`src/rtl/bsg_fsb_node_tx_arbiter.sv`:
```
// Round-robin, burst-limited arbiter that funnels nodes_p FSB node packets into one
// registered output slot feeding the comm link core side.
module bsg_fsb_node_tx_arbiter #(
    parameter int nodes_p      = 4,
    parameter int ring_width_p = 80,
    parameter int max_burst_p  = 4
) (
    input  logic                              core_clk_i,
    input  logic                              async_reset_n_i,
    input  logic [nodes_p-1:0]                node_en_i,
    input  logic [nodes_p-1:0]                node_v_i,
    input  logic [nodes_p*ring_width_p-1:0]   node_data_i,
    output logic [nodes_p-1:0]                node_yumi_o,
    output logic                              v_o,
    output logic [ring_width_p-1:0]           data_o,
    input  logic                              ready_i,
    output logic [$clog2(nodes_p)-1:0]        src_id_o
);

    localparam int id_width_lp  = $clog2(nodes_p);
    localparam int cnt_width_lp = $clog2(max_burst_p + 1);

    localparam logic [0:0] ST_IDLE  = 1'b0;
    localparam logic [0:0] ST_BURST = 1'b1;

    localparam logic [id_width_lp-1:0]  last_id_lp   = id_width_lp'(nodes_p - 1);
    localparam logic [id_width_lp-1:0]  id_one_lp    = id_width_lp'(1);
    localparam logic [cnt_width_lp-1:0] burst_max_lp = cnt_width_lp'(max_burst_p);
    localparam logic [cnt_width_lp-1:0] cnt_one_lp   = cnt_width_lp'(1);
    localparam logic [0:0] after_grant_state_lp = (max_burst_p > 1) ? ST_BURST : ST_IDLE;

    logic [0:0]              state_reg;
    logic [id_width_lp-1:0]  last_grant_reg;   // doubles as the burst owner
    logic [cnt_width_lp-1:0] burst_cnt_reg;
    logic                    v_reg;
    logic [ring_width_p-1:0] data_reg;
    logic [id_width_lp-1:0]  src_id_reg;

    logic [nodes_p-1:0]      elig;
    logic [ring_width_p-1:0] node_data_arr [nodes_p];
    logic                    space;
    logic                    owner_ok;
    logic                    rr_found;
    logic [id_width_lp-1:0]  rr_idx;
    logic [id_width_lp-1:0]  cand;
    logic                    grant_v;
    logic [id_width_lp-1:0]  grant;
    logic                    yumi_any;

    assign elig  = node_v_i & node_en_i;
    assign space = ~v_reg | ready_i;

    genvar gi;
    generate
        for (gi = 0; gi < nodes_p; gi++) begin : g_node
            assign node_data_arr[gi] = node_data_i[gi*ring_width_p +: ring_width_p];
            assign node_yumi_o[gi]   = yumi_any & (grant == id_width_lp'(gi));
        end
    endgenerate

    // Round-robin search starts just past the last grant and visits it last, so a lone
    // eligible node can start a fresh burst once its previous one is exhausted.
    always_comb begin
        rr_found = 1'b0;
        rr_idx   = '0;
        cand     = last_grant_reg;
        for (int k = 0; k < nodes_p; k++) begin
            cand = (cand == last_id_lp) ? '0 : cand + id_one_lp;
            if (!rr_found && elig[cand]) begin
                rr_found = 1'b1;
                rr_idx   = cand;
            end
        end
    end

    assign owner_ok = (state_reg == ST_BURST) && elig[last_grant_reg]
                      && (burst_cnt_reg < burst_max_lp);
    assign grant_v  = owner_ok | rr_found;
    assign grant    = owner_ok ? last_grant_reg : rr_idx;
    assign yumi_any = async_reset_n_i & space & grant_v;

    // A fallback grant out of a broken burst is treated exactly like an IDLE grant:
    // the new node starts its own burst with count 1.
    always_ff @(posedge core_clk_i or negedge async_reset_n_i) begin
        if (!async_reset_n_i) begin
            state_reg      <= ST_IDLE;
            last_grant_reg <= last_id_lp;
            burst_cnt_reg  <= '0;
            v_reg          <= 1'b0;
            data_reg       <= '0;
            src_id_reg     <= '0;
        end else if (space) begin
            v_reg <= grant_v;
            if (grant_v) begin
                data_reg   <= node_data_arr[grant];
                src_id_reg <= grant;
            end
            if (owner_ok) begin
                burst_cnt_reg <= burst_cnt_reg + cnt_one_lp;
                if (burst_cnt_reg + cnt_one_lp == burst_max_lp) begin
                    state_reg <= ST_IDLE;
                end
            end else if (rr_found) begin
                last_grant_reg <= rr_idx;
                burst_cnt_reg  <= cnt_one_lp;
                state_reg      <= after_grant_state_lp;
            end else begin
                state_reg     <= ST_IDLE;
                burst_cnt_reg <= '0;
            end
        end
    end

    assign v_o      = v_reg;
    assign data_o   = data_reg;
    assign src_id_o = src_id_reg;

`ifndef SYNTHESIS
    a_yumi_onehot: assert property (@(posedge core_clk_i) disable iff (!async_reset_n_i)
        $onehot0(node_yumi_o));
    a_yumi_elig: assert property (@(posedge core_clk_i) disable iff (!async_reset_n_i)
        ((node_yumi_o & ~elig) == '0));
`endif

endmodule

```
`config.mk`:
```
export PLATFORM = sky130hd
export DESIGN_NAME = bsg_fsb_node_tx_arbiter
export DESIGN_NICKNAME = d
export VERILOG_FILES = /design/src/rtl/bsg_fsb_node_tx_arbiter.sv
export SDC_FILE = /design/constraint.sdc
export NUM_CORES = 1
export LEC_CHECK = 0
export CAP_MARGIN = 20
export CELL_PAD_IN_SITES_DETAIL_PLACEMENT = 1
export CELL_PAD_IN_SITES_GLOBAL_PLACEMENT = 1
export CORE_AREA = 2 2 161 163
export CTS_BUF_LIST = sky130_fd_sc_hd__clkbuf_4 sky130_fd_sc_hd__clkbuf_8 sky130_fd_sc_hd__clkbuf_16
export CTS_CLUSTER_SIZE = 10
export DETAILED_ROUTE_END_ITERATION = 10
export DIE_AREA = 0 0 163 165
export PLACE_DENSITY_LB_ADDON = 0.1
export RECOVER_POWER = 50
export SLEW_MARGIN = 20
export SYNTH_ARGS = -nofsm -noshare
export SYNTH_HDL_FRONTEND = slang
export SYNTH_SLANG_ARGS = --single-unit
```
`constraint.sdc`:
```
create_clock -name core_clk_i -period 12.32 [get_ports core_clk_i]
set_input_delay 3.696 -clock core_clk_i [delete_from_list [all_inputs] [get_ports core_clk_i]]
set_output_delay 3.696 -clock core_clk_i [all_outputs]
set_load 0.02 [all_outputs]
```
After elaboration in Yosys (flattened, before gate mapping)
Index checks and enable logic that the tools add are counted.
{"block": "classes", "add_sub_neg": 5, "bitwise_logic": 12, "muxes": 31, "eq_ne": 9, "order_cmp": 7, "reduce_logical": 12}
{"cell": "binary-select mux 80 bit (select 2 bit)", "n": 1}
{"cell": "2-to-1 mux 80 bit", "n": 2}
{"cell": "2-to-1 mux 2 bit", "n": 9}
{"cell": "less-than comparator 2 x 3 -> 1 bit, second input constant", "n": 5}
{"cell": "2-to-1 mux 1 bit", "n": 13}
{"cell": "equality test 2 bit, second input constant", "n": 6}
{"cell": "binary-select mux 1 bit (select 2 bit)", "n": 5}
{"cell": "adder 2 x 1 -> 2 bit, second input constant", "n": 4}
{"cell": "AND 1 bit", "n": 6}
{"cell": "logical AND 1 bit", "n": 5}
{"cell": "AND 4 bit", "n": 1}
{"cell": "AND reduction 2 bit", "n": 2}
{"cell": "adder 3 x 1 -> 3 bit, second input constant", "n": 1}
{"cell": "equality test 3 bit, second input constant", "n": 1}
{"cell": ">= comparator 3 bit, second input constant", "n": 1}
{"cell": "zero test 1 bit", "n": 3}
{"cell": "less-than comparator 3 bit, second input constant", "n": 1}
{"cell": "2-to-1 mux 3 bit", "n": 1}
{"cell": "NOT 2 -> 3 bit", "n": 1}
{"cell": "AND reduction 3 bit", "n": 1}
{"cell": "equality test 2 x 1 -> 1 bit, second input constant", "n": 1}
{"cell": "zero test 2 bit", "n": 1}
{"cell": "inequality test 2 x 1 -> 1 bit, second input constant", "n": 1}
{"cell": "NOT 1 bit", "n": 2}
{"cell": "OR 1 bit", "n": 2}
{"block": "word_totals", "ff_bits": 89, "out_inout_bits": 87, "input_bits": 331}

Longest topological paths before layout
Gate-level depths: netlist of the first run.
{"block": "logic_depth", "word_depth": 19, "mapped_depth": 10, "ltp_nobuf": 7}

Worst setup path after synthesis of the first run
OpenSTA, ideal clock, no wires.
{"block": "synth_timing", "path_kind": "input to output", "start": "in node_v_i[1]", "end": "out node_yumi_o[1]", "slack_ns": 3.141, "arrival_ns": 5.483, "required_ns": 8.624, "stages": 7, "path_cell_list": "nand2_1 > a2111oi_2 > a2bb2oi_2 > a32oi_2 > buf_2 > buf_1 > nor2_1"}
{"block": "synth_between", "elab_chain_cells": 16, "elab_cells_between_ends": 32}
{"element": "start: declaration", "line": "11", "rtl": "input logic [nodes_p-1:0] node_v_i,"}
{"element": "AND 4 bit (*)", "line": "50", "rtl": "assign elig = node_v_i & node_en_i;"}
{"element": "binary-select mux 1 bit (select 2 bit)", "line": "69", "rtl": "if (!rr_found && elig[cand]) begin"}
{"element": "2-to-1 mux 1 bit (not written as such)", "line": "69"}
{"element": "2-to-1 mux 1 bit", "line": "69"}
{"element": "zero test 1 bit", "line": "69"}
{"element": "logical AND 1 bit", "line": "69"}
{"element": "2-to-1 mux 1 bit", "line": "69"}
{"element": "zero test 1 bit", "line": "69"}
{"element": "logical AND 1 bit", "line": "69"}
{"element": "2-to-1 mux 1 bit", "line": "69"}
{"element": "zero test 1 bit", "line": "69"}
{"element": "logical AND 1 bit", "line": "69"}
{"element": "2-to-1 mux 2 bit or 2-to-1 mux 1 bit (tied branches)", "line": "69"}
{"element": "2-to-1 mux 2 bit or OR 1 bit (tied branches)", "line": "79, 78"}
{"element": "equality test 2 x 1 -> 1 bit or AND 1 bit (tied branches)", "line": "57, 80"}
{"element": "AND 1 bit (*)", "line": "57", "rtl": "assign node_yumi_o[gi] = yumi_any & (grant == id_width_lp'(gi));"}
{"element": "end: declaration", "line": "13", "rtl": "output logic [nodes_p-1:0] node_yumi_o,"}
Every way passes the cells marked *; elsewhere a longest branch is shown, timed or not. The select of a mux whose other input is x is not followed.

Worst setup path after layout of the first run
{"block": "layout_timing", "start": "in node_en_i[3]", "end": "out node_yumi_o[3]"}
{"block": "layout_between", "elab_chain_cells": 16, "elab_cells_between_ends": 32}
{"element": "start: declaration", "line": "10", "rtl": "input logic [nodes_p-1:0] node_en_i,"}
{"element": "AND 4 bit (*)", "line": "50"}
{"element": "binary-select mux 1 bit (select 2 bit)", "line": "69"}
{"element": "2-to-1 mux 1 bit (not written as such)", "line": "69"}
{"element": "2-to-1 mux 1 bit", "line": "69"}
{"element": "zero test 1 bit", "line": "69"}
{"element": "logical AND 1 bit", "line": "69"}
{"element": "2-to-1 mux 1 bit", "line": "69"}
{"element": "zero test 1 bit", "line": "69"}
{"element": "logical AND 1 bit", "line": "69"}
{"element": "2-to-1 mux 1 bit", "line": "69"}
{"element": "zero test 1 bit", "line": "69"}
{"element": "logical AND 1 bit", "line": "69"}
{"element": "2-to-1 mux 2 bit or 2-to-1 mux 1 bit (tied branches)", "line": "69"}
{"element": "2-to-1 mux 2 bit or OR 1 bit (tied branches)", "line": "79, 78"}
{"element": "equality test 2 bit or AND 1 bit (tied branches)", "line": "57, 80"}
{"element": "AND 1 bit (*)", "line": "57"}
Marked as above.

==> flow_summary.toml, run 1 <==
[status]
status = "complete, but fails checks"
violations = "max-capacitance violations, max-slew violations"

[final_layout]
largest_reg_flops = 80
area_growth_pct = 72.0
final_nets = 1507
drive_gt1_share_pct = 3.90

[placed_design]
finalWeightedCongestion = 0.815
dp_hpwl_mm = 23.5
numPortBuffers = 417
preCtsSetupSlack_ps = 2290

[floorplanning]
std_cell_rows = 58
core-area_mm2 = 0.0250
initial_utilization_pct = 26.2
fp.dieArea_mm2 = 0.0269
die_h_um = 165
die_w_um = 163
pin_count = 418

[synth]
ys_warn_count = 0
synth-seq-cells = 89
syn_avg_cell_area_um2 = 8.19
ys_seq_area_share_pct = 33.9
synth.cell_area_mm2 = 0.00657
synth_edf_count = 0
async_flop_share_pct = 100
synthCells = 802
synth_cell_type_count = 41
yosys_most_used_dff = "dfrtp_1"
synthesis.nets = 1136

[hold_path]
hp-class = "flip-flop to flip-flop"

[sta]
fin_crit_sh_pct = 81.3
worst_pin_slew_ps = 2700
slew_violations = 45
fmax_ghz = 0.0998
grt_setup_unrepaired = "false"
min_period_ps = 10020
tns_ps = 0
fin_hold_ws_ps = 507
max_slew_margin_pct = -79.9
finClkSkew_ps = 14.9
setup_violations = 0
setup_slack_ps = 2300
hold_violations = 0

[critical_path]
cp_common_cell = "clkdlybuf4s50_1"
worstPathRequired_ps = 8620
critPathMaxStageDelay_ps = 670
timing.critical_path.cells = "clkdlybuf4s50_1 -> a22oi_1 -> a2111oi_2 -> a2bb2oi_2 -> buf_4 -> nand2_1 -> a21oi_1 -> clkdlybuf4s50_1"
cp-start-kind = "input pin"
cp_max_fo = 19
path_buf_inv = 3
crit_path_end_kind = "primary output"
cp_top_family = "buffers and inverters"
slowest_stage = "clkdlybuf4s50_1"
crit_type = "input pin to primary output"
cp_data_arrival_time_ps = 6320

[drt]
first_pass_iters = 4
wl_per_cell_um = 21.7
viasPerCell = 5.38
dr_total_vias = 8135
ant_nets = 0
routed_wl_mm = 32.8
drc = 0
drt_iter0_drc = 392

[run]
maxCapViolCount = 1

[global_route]
overflow = 0
grt_max_degree = 87
grt_pass1_wl_mm = 48.7
grt_pass1_vias = 8365
grt_use_total_pct = 23.5
antenna_found_initial = 4

[clock_tree]
cts.path.max_buffers = 2
ctsHtreeMaxLevel = 3
clk_latency_ps = 350
cts.sinks = 89
ctsHoldBuffers = 0
clk_pin_slew_ps = 70
cts_root_buf = "clkbuf_16"
cts_tree = "yes"
post_cts_buffers = 0
cts_made_buffers = 9
post_cts_resized = 0

[power_and_ir_drop]
leakage_nw = 4.40
irDropWorstVdd_mv = 0.0977
p_per_area_mw_per_mm2 = 199
-- power by group --
| group | internal (W) | total (W) | leakage (nW) | switching [W] |
|---|---|---|---|---|
| Clock | 0.000170 | 0.000302 | 0.152 | 0.000132 |
| Combinational | 0.000618 | 0.00134 | 3.19 | 0.000723 |
| Sequential | 0.000447 | 0.000600 | 1.06 | 0.000153 |
-- routing by layer --
| metal | share of wire (%) | wire length (µm) | track usage (%) |
|---|---|---|---|
| met5 | 0 | 0 | 0 |
| met3 | 8.3 | 2710 | 6.88 |
| met1 | 40 | 13100 | 27.6 |
| met4 | 2.9 | 955 | 8.41 |
| met2 | 49 | 16000 | 40.9 |
-- final cells by class --
type                       count  area (µm²)
inverter                       2        7.51
tap                          330         413
multi-input combinational    639        4040
clock inverter                 5        63.8
sequential                    89        2230
timing repair buffer         432        4280
clock buffer                  11         253
antenna                        4        10.0
fill                        2961       13700
-- metrics by stage --
step / instance area (µm²) / std cells / utilization (%) / power [W]
after global routing: 11300 / 1510 / 45.1 / 0.00241
after CTS: 11300 / 1508 / 45.1 / 0.00230
final: 11300 / 1512 / 45.1 / 0.00224
after floorplan: 6570 / 802 / - / 0.00137
after detailed placement: 11000 / 1492 / 43.8 / 0.00199
after global placement: 11000 / 1492 / 43.8 / 0.00197
-- synthesized netlist by cell type, types with 2 or more instances --
master | count | area [µm²]
o21ai_0 | 167 | 836
nor2_1 | 134 | 503
a22o_1 | 126 | 1100
dfrtp_1 | 87 | 2180
or4_1 | 63 | 473
clkbuf_1 | 47 | 176
nand2_1 | 29 | 109
o211ai_1 | 20 | 150
nand3_1 | 19 | 95.1
o211a_1 | 19 | 190
a22oi_1 | 18 | 135
buf_2 | 14 | 70.1
buf_6 | 7 | 78.8
a21oi_1 | 6 | 30.0
buf_1 | 4 | 15.0
a21o_1 | 3 | 22.5
and2_1 | 3 | 18.8
ha_1 | 3 | 37.5
nor3b_1 | 3 | 22.5
o31ai_1 | 3 | 22.5
a2111oi_2 | 2 | 30.0
a211oi_2 | 2 | 25.0
a221oi_1 | 2 | 17.5
a31oi_1 | 2 | 12.5
dfstp_2 | 2 | 52.6
inv_1 | 2 | 7.51
-- layout by cell type, fill, tap and decap left out, types with 4 or more instances in the layout --
master | Yosys | final
a21oi_1 | 6 | 5
o211ai_1 | 20 | 20
o211a_1 | 19 | 19
o21ai_0 | 167 | 167
buf_4 | 0 | 15
nor2_1 | 134 | 134
a22o_1 | 126 | 126
clkdlybuf4s50_1 | 0 | 373
clkbuf_16 | 0 | 9
dfrtp_1 | 87 | 87
or4_1 | 63 | 63
nand2_1 | 29 | 29
dlygate4sd3_1 | 0 | 43
nand3_1 | 19 | 19
diode_2 | 0 | 4
a22oi_1 | 18 | 18
-- worst min-delay path, cell delays in order, from the launching register on --
cell and delay, ps:
dfrtp_1 350, nand2_1 50, o21ai_0 70
-- logic make-up (layout without fill, tap and decap cells) --
logic type / count (synthesis) / after routing / share of synthesized area [%]
buffers and inverters: 74 / 450 / 5.29
other: 0 / 4 / 0
DFF: 89 / 89 / 33.9
and+or+nand+nor: 257 / 257 / 19.2
adders and majority gates: 3 / 3 / 0.571
AOI/OAI and AO/OA: 379 / 379 / 41.0
-- worst paths after layout --
path	startpoint	end	slack [ps]	depth (start not counted)
hold / removal	burst_cnt_reg[1]	burst_cnt_reg[1]	510	2
setup / recovery	node_en_i[3]	node_yumi_o[3]	2300	8
hold reg to reg	burst_cnt_reg[1]	burst_cnt_reg[1]	510	2
setup reg to reg	last_grant_reg[0]	data_o[22]	8560	9
min in group asynchronous	async_reset_n_i	data_o[61]	3360	1
max in group asynchronous	async_reset_n_i	data_o[25]	5970	2
Note: power is estimated with default switching activity, not from simulation.
==> inputs of run 2 (changes only) <==
CORE_AREA = not set   (was 2 2 161 163)
CORE_MARGIN = 2   (was not set)
CORE_UTILIZATION = 26   (was not set)
DIE_AREA = not set   (was 0 0 163 165)
clock period = 9.5 ns   (was 12.32 ns; I/O delays follow)
==> flow_summary.toml, run 2 (synthesis gave the netlist of run 1 again) <==
[clock_tree]
clk_latency_ps = 350
cts_made_buffers = 9
cts.path.max_buffers = 2
cts_tree = "yes"
cts.sinks = 89
clk_pin_slew_ps = 60
ctsHoldBuffers = 0
post_cts_resized = 0
cts_root_buf = "clkbuf_16"
ctsHtreeMaxLevel = 3
post_cts_buffers = 0

[drt]
first_pass_iters = 5
ant_nets = 0
drc = 0
wl_per_cell_um = 22.0
viasPerCell = 5.38
drt_iter0_drc = 375
routed_wl_mm = 33.3
dr_total_vias = 8134

[final_layout]
final_common_cell = "clkdlybuf4s50_1"
final.fill_count = 2934
area_growth_pct = 71.5
drive_gt1_share_pct = 3.65
final_cell_mix = "373 x clkdlybuf4s50_1, 167 x o21ai_0, 134 x nor2_1"
final_nets = 1506
layout.cells.non_filler = 1512
fin_util_pct = 45.1
largest_reg_flops = 80
fin_area_mm2 = 0.0113

[sta]
setup_violations = 0
fin_crit_sh_pct = 88.9
tns_ps = 0
finClkSkew_ps = 13.1
setup_slack_ps = 1050
fmax_ghz = 0.118
grt_setup_unrepaired = "false"
min_period_ps = 8450
hold_violations = 0
max_slew_margin_pct = -113
worst_pin_slew_ps = 3190
slew_violations = 92

[placed_design]
finalWeightedCongestion = 0.802
preCtsSetupSlack_ps = 1090
dp_hpwl_mm = 23.4
placed_area_mm2 = 0.0110
numPortBuffers = 417
placed_cells = 1491

[global_route]
antenna_found_initial = 7
overflow = 0
grt_use_total_pct = 24.5
grt_pass1_vias = 8473
grt_pass1_wl_mm = 50.4
grt_max_degree = 89

[power_and_ir_drop]
p_per_area_mw_per_mm2 = 257
leakage_nw = 4.39
irDropWorstVdd_mv = 0.145

[critical_path]
cp-start-kind = "input pin"
crit_type = "input pin to primary output"
rrSetupSlack_ps = 5710
crit_path_end_kind = "primary output"
cp_data_arrival_time_ps = 5600
cp_max_fo = 10
worstPathRequired_ps = 6650

[floorplanning]
die_h_um = 163
core-area_mm2 = 0.0250
initial_utilization_pct = 26.3
die_w_um = 163
fp.dieArea_mm2 = 0.0266
std_cell_rows = 58
pin_count = 418

[status]
violations = "max-capacitance violations, max-slew violations"
status = "complete, but fails checks"

[hold_path]
hp-class = "flip-flop to flip-flop"

[run]
maxCapViolCount = 2
run 2: changes by cell type in the layout (fill, tap and decap cells not counted):
cell,change
clkbuf_8,+1
diode_2,+1
clkbuf_4,+4
buf_4,-3
clkinv_4,-3
clkinvlp_4,-1
clkbuf_1,+2
bufinv_16,-1
run 2: layout make-up:
type	count	area [µm²]	area share, %
multi-input combinational	639	4040	35.9
timing repair buffer	431	4270	37.9
inverter	2	7.51	0.0666
sequential	89	2230	19.8
clock buffer	16	297	2.63
antenna	5	12.5	0.111
tap	330	413	3.66
run 2: power breakdown:
part | internal (W) | total [W] | leakage, nW | switching, W
registers | 0.000579 | 0.000780 | 1.06 | 0.000200
clock network | 0.000212 | 0.000374 | 0.151 | 0.000162
logic | 0.000801 | 0.00174 | 3.18 | 0.000943
run 2: path summary, 6_finish.rpt:
path | startpoint | endpoint | cells after the start
min in group asynchronous | async_reset_n_i | data_o[65] | 2
max reg2reg | last_grant_reg[0] | data_o[56] | 9
min | burst_cnt_reg[1] | burst_cnt_reg[1] | 2
min reg2reg | burst_cnt_reg[1] | burst_cnt_reg[1] | 2
max in group asynchronous | async_reset_n_i | data_o[26] | 3
max | node_en_i[3] | node_yumi_o[3] | 7
run 2: worst max-delay path, cell delays in order:
cell and delay [ps]:
clkdlybuf4s50_1 570, a22oi_1 150, a2111oi_2 560, a2bb2oi_2 520, nand2_1 100, a21oi_1 160, clkdlybuf4s50_1 670
run 2: per-layer routing:
layer	vias to the layer above	part of all wire, %	track usage (%)
li1	3840	-	-
met1	3959	41	29.5
met2	305	50	42.9
met3	28	7.9	6.67
met4	2	1.7	6.80
met5	-	0.048	0
run 2: stage by stage:
stage	hold WS (ps)	power, W
CTS	514	0.00297
floorplan	454	0.00177
global route	552	0.00311
detailed placement	500	0.00258
global placement	479	0.00256
finish	512	0.00290
